--- src/rtl/hazard_scoreboard.sv ---
// Decode-stage hazard detection: a DEPTH-stage shift tracker of in-flight register writes drives the decode stall.
// Optional build macro HAZARD_FWD_EN: forwarding present, so non-branch consumers only stall on load-use from EX.
module hazard_scoreboard #(
  parameter int REG_AW      = 3,
  parameter int DEPTH       = 2,
  parameter int FLUSH_DEPTH = 1,
  parameter int BRANCH_ONLY = 1,
  parameter int CNT_W       = 16
) (
  input  logic              clk,
  input  logic              rst,
  input  logic              id_valid,
  input  logic [REG_AW-1:0] id_read_reg_1,
  input  logic              id_rr1_en,
  input  logic [REG_AW-1:0] id_read_reg_2,
  input  logic              id_rr2_en,
  input  logic [REG_AW-1:0] id_w_reg,
  input  logic              id_reg_w_en,
  input  logic              id_is_load,
  input  logic              id_branch_I,
  input  logic              id_branch_J,
  input  logic              flush,
  output logic              stall,
  output logic              hz_rr1,
  output logic              hz_rr2,
  output logic [CNT_W-1:0]  stall_cycles,
  output logic              stall_timeout
);

  localparam int RUN_W = $clog2(DEPTH + 2);

  logic [DEPTH-1:0]  ent_v;
  logic [DEPTH-1:0]  ent_ld;
  logic [REG_AW-1:0] ent_addr [DEPTH];
  logic [DEPTH-1:0]  elig;
  logic [RUN_W-1:0]  run_cnt;
  logic              is_branch;
  logic              qual;
  logic              push;
  logic              unused_ld;

  assign is_branch = id_branch_I | id_branch_J;
  assign qual      = (BRANCH_ONLY != 0) ? is_branch : 1'b1;
  assign unused_ld = ^ent_ld;

  // Entries a consumer is allowed to match against this cycle.
  always_comb begin
    elig = '0;
    for (int i = 0; i < DEPTH; i++) begin
`ifdef HAZARD_FWD_EN
      elig[i] = ent_v[i] & (is_branch | ((i == 0) & ent_ld[i]));
`else
      elig[i] = ent_v[i];
`endif
    end
  end

  always_comb begin
    hz_rr1 = 1'b0;
    hz_rr2 = 1'b0;
    for (int i = 0; i < DEPTH; i++) begin
      hz_rr1 = hz_rr1 | (elig[i] & (ent_addr[i] == id_read_reg_1));
      hz_rr2 = hz_rr2 | (elig[i] & (ent_addr[i] == id_read_reg_2));
    end
    hz_rr1 = hz_rr1 & id_rr1_en;
    hz_rr2 = hz_rr2 & id_rr2_en;
  end

  assign stall = id_valid & ~flush & qual & (hz_rr1 | hz_rr2);
  assign push  = id_valid & id_reg_w_en & ~stall & ~flush;

  always_ff @(posedge clk) begin
    if (rst) begin
      ent_v         <= '0;
      ent_ld        <= '0;
      for (int i = 0; i < DEPTH; i++) ent_addr[i] <= '0;
      stall_cycles  <= '0;
      run_cnt       <= '0;
      stall_timeout <= 1'b0;
    end else begin
      // Older entries advance; those landing in the flush window become bubbles.
      for (int i = DEPTH - 1; i > 0; i--) begin
        ent_v[i]    <= ent_v[i-1]  & ~(flush & (i < FLUSH_DEPTH));
        ent_ld[i]   <= ent_ld[i-1] & ~(flush & (i < FLUSH_DEPTH));
        ent_addr[i] <= ent_addr[i-1];
      end
      ent_v[0]    <= push;
      ent_ld[0]   <= push & id_is_load;
      ent_addr[0] <= id_w_reg;

      if (stall) begin
        if (stall_cycles != '1) stall_cycles <= stall_cycles + CNT_W'(1);
        if (run_cnt != RUN_W'(DEPTH + 1)) run_cnt <= run_cnt + RUN_W'(1);
        if (run_cnt == RUN_W'(DEPTH)) stall_timeout <= 1'b1;
      end else begin
        run_cnt <= '0;
      end
    end
  end

endmodule

--- config.mk ---
export PLATFORM = sky130hd
export DESIGN_NAME = hazard_scoreboard
export DESIGN_NICKNAME = d
export VERILOG_FILES = /design/src/rtl/hazard_scoreboard.sv
export SDC_FILE = /design/constraint.sdc
export NUM_CORES = 1
export LEC_CHECK = 0
export ABC_AREA = 1
export CORE_MARGIN = 4
export CORE_UTILIZATION = 51
export DETAILED_ROUTE_END_ITERATION = 16
export PLACE_DENSITY = 0.84
export SETUP_SLACK_MARGIN = 0.02
export SYNTH_ARGS = -nofsm -noshare
export SYNTH_HDL_FRONTEND = slang
export SYNTH_SLANG_ARGS = --single-unit
export TNS_END_PERCENT = 5
--- constraint.sdc ---
create_clock -name clk -period 1.8 [get_ports clk]
set_input_delay 0.36 -clock clk [delete_from_list [all_inputs] [get_ports clk]]
set_output_delay 0.36 -clock clk [all_outputs]
set_load 0.005 [all_outputs]
==> flow_summary_export.csv <==
group,metric,value,unit
status,outcome,"complete, but fails checks",
status,violations,"negative setup slack",
route,drt_iter0_markers,59,
yosys,synthAdderAreaFrac,0.0209,
timing,timing.fmax,545,MHz
global_route,grt_pass1_wl,6700,um
yosys,synth_area_leaders,"dfxtp_1 30%, nand2_1 18%, inv_1 10%",
yosys,syn_avg_cell_area,6.02,um^2
yosys,yosys.area.top_type,"dfxtp_1",
worst_setup_path,worstPathCellList,"inv_1 > nand2_1 > nand2_1 > nor2_1 > nand2_1 > nand2_1 > nand2_2 > a21boi_2 > buf_2",
timing,finalSetupViolCount,3,
placed_design,dp.cells,385,
final_layout,multi_input_area,972,um^2
worst_setup_path,critical_path_arrival,1.48,ns
yosys,synth-xor-area-share,0.00976,
yosys,synth-seq-area-share,0.301,
clock_network,clock_latency,0.36,ns
global_route,grt_max_degree,31,
job,drv_cap,0,
pwr,total_leakage_power,1.13,nW
final_layout,diodes,0,
yosys,synth_top_family_by_area,"simple AND/OR/NAND/NOR gates",
final_layout,layout.nets,370,
clock_network,cts_buffers,3,
final_layout,fillers,301,
route,ant_nets,0,
pwr,p_int,760,uW
placed_design,io_buffers,37,
route,wl_per_cell,10.3,um
floorplanning,dieArea,4530,um^2
placed_design,dp.final_hpwl,2930,um
final_layout,drive_gt1_frac,0.213,
clock_network,clock-sinks,27,
placed_design,gp_congestion,0.837,
timing,slew_headroom,0.777,
floorplanning,initial_core_util,0.533,
worst_setup_path,worst_path_most_repeated_cell,"nand2_1",
clock_network,clkTransAtPathRegs,0.16,ns
floorplanning,die-height,67.3,um
worst_setup_path,worstSetupPathType,"flip-flop to primary output",
clock_network,root_buffer,"clkbuf_4",
final_layout,final_cells,393,
global_route,antenna_found_initial,0,
route,drc_errors,0,
yosys,synth_seq_cells,27,
global_route,grt_pass1_vias,1595,
pwr,p_sw,275,uW
worst_setup_path,cp-end-kind,"primary output",
pwr,vdd.ir_drop.worst,0.000231,V
yosys,synth.area.mux_share,0,
yosys,syn_nets,320,
worst_setup_path,cp_top_family,"simple AND/OR/NAND/NOR gates",
timing,rsz0062_at_grt,"yes",
timing,min_period,1.84,ns
route,routed_wl,4050,um
global_route,track_usage,0.190,
timing,worst_pin_slew,0.334,ns
floorplanning,core_area,3360,um^2
yosys,yosysWarnings,0,
worst_setup_path,crit_path_max_incr_delay,0.37,ns
yosys,synth_edf_count,0,
yosys,synth_simple_gate_area_frac,0.487,
pwr,seqPwrFrac,0.593,
floorplanning,ios,39,
final_layout,area_growth_syn_to_layout,31.9,%
yosys,async_reset_ff_frac,0,
worst_setup_path,cp_slowest_cell,"dfxtp_2",
floorplanning,row_count,21,
route,dr.pass1.iters,4,
timing,hold_violations,0,
clock_network,h-tree-depth,1,
worst_setup_path,worstPathRequired,1.44,ns
worst_setup_path,crit_buf_inv,2,
yosys,synth-compound-area-share,0.00907,
route,vias,1806,
yosys,synth.cell_area,1790,um^2
worst_setup_path,crit_fanout,3,
pwr,clkPwrFrac,0.279,
timing,fin_skew,0.0139,ns
hold_path,hp-class,"flip-flop to flip-flop",
timing,drv_slew,0,
timing,fin_crit_sh,1.02,
floorplanning,die_w,67.3,um
clock_network,cts_hold_buf,0,
worst_setup_path,start_kind,"flip-flop",
clock_network,cts.path.max_buffers,2,
yosys,synth_cells,298,
pwr,power_density,437,nW/um^2
yosys,ys_types,24,
global_route,grt.overflow.total,0,
clock_network,cts_tree,"done",
timing,worst_hold_slack,0.460,ns
pwr,pwr-share-comb,0.129,
timing,setup_ws,-0.0358,ns
pwr,p_sw_frac,0.266,
yosys,ys_dominant_reg_cell,"dfxtp_1",
final_layout,regArea,549,um^2
route,vias_per_cell,4.60,
yosys,synth.top_cell.area_share,0.301,
[logic make-up (layout without fill, tap and decap cells)]
logic type                 count (synthesis)  count (layout)
and+or+nand+nor                          189             189
xor gates and xnor gates                   2               2
DFF                                       27              27
buffers and inverters                     75             124
adders and majority gates                  3               3
AOI/OAI and AO/OA                          2               2
[cells in the mapped netlist, types with 2 or more instances]
master and instances:
inv_1 49, nor2_1 45, inv_2 15, nand4_1 17, clkbuf_1 5, nor2_4 3, nand2_2 10, dfxtp_1 27
nand3_1 15, ha_1 3, nor2_2 4, buf_6 3, nand3_2 3, nand2_1 88, nor3_1 2
[through the flow]
step	setup TNS (ns)	total power, mW	utilization	worst slack (ns)	cell area (um^2)
5_1_grt	-0.371	1.07	0.704	-0.139	2370
4_1_cts	-0.0434	1.03	0.689	-0.0376	2320
2_1_floorplan	0	0.690	-	0.305	1790
3_5_place_dp	-5.82	0.757	0.681	-0.572	2290
3_3_place_gp	-5.22	0.754	0.681	-0.562	2290
6_report	-0.0709	1.04	0.704	-0.0358	2370
[power by group through the flow]
stage | Combinational [mW] | Sequential (mW) | Clock (mW)
4_1_cts | 0.130 | 0.613 | 0.285
2_1_floorplan | 0.0665 | 0.624 | 0
3_5_place_dp | 0.132 | 0.625 | 0
3_3_place_gp | 0.129 | 0.625 | 0
5_1_grt | 0.148 | 0.615 | 0.304
6_report | 0.133 | 0.614 | 0.289
[metal layers]
| layer | track usage | vias up | part of all wire | wire length [um] |
|---|---|---|---|---|
| met5 | 0 | - | 0 | 0 |
| met4 | 0.0835 | 0 | 0.021 | 86 |
| met3 | 0.0216 | 7 | 0.030 | 122 |
| met2 | 0.321 | 28 | 0.47 | 1900 |
| met1 | 0.243 | 783 | 0.48 | 1940 |
| li1 | - | 988 | - | - |
[what timing repair did]
item / in CTS / in global routing
gates cloned: 0 / 0
setup endpoints to repair: 4 / 10
gates resized for setup: 25 / 7
pin swaps: 9 / 12
setup buffers: 1 / 3
[area by class of cell]
cell class | instances | share of cell area
Tap cell | 46 | 0.0243
Sequential cell | 27 | 0.232
Inverter | 65 | 0.103
Clock buffer | 4 | 0.0111
Multi-Input combinational cell | 196 | 0.411
Timing Repair Buffer | 55 | 0.219
[cells in the final DEF (no fill, tap or decap), types with 3 or more instances in the layout]
master,count
clkbuf_4,3
nand3_1,15
dfxtp_1,20
clkdlybuf4s50_1,28
nor2_1,43
inv_1,48
nor2_4,3
buf_4,15
inv_2,16
dfxtp_2,7
nand2_1,87
dlygate4sd2_1,6
nand4_1,17
nand2_2,9
nor2_2,6
[sequential cells by signal, summed over array words and instances, names as in the netlist]
name,flops
elig,2
ent_addr,6
run_cnt,2
stall_cycles,16
stall_timeout,1
[path summary, 6_finish.rpt]
kind	end	cells past startpoint	startpoint	slack (ns)
worst max-delay path	stall	9	ent_addr[0][4]	-0.04
worst min-delay path	ent_addr[0][5]	2	ent_addr[0][2]	0.46
worst max register to register	stall_cycles[13]	10	stall_cycles[0]	0.16
worst min register to register	ent_addr[0][5]	2	ent_addr[0][2]	0.46
[worst min-delay path, cell delays in order (launching register included)]
cell and delay (ns):
dfxtp_2 0.36, inv_2 0.06, nor2_1 0.03
Note: power is estimated with default switching activity, not from simulation.
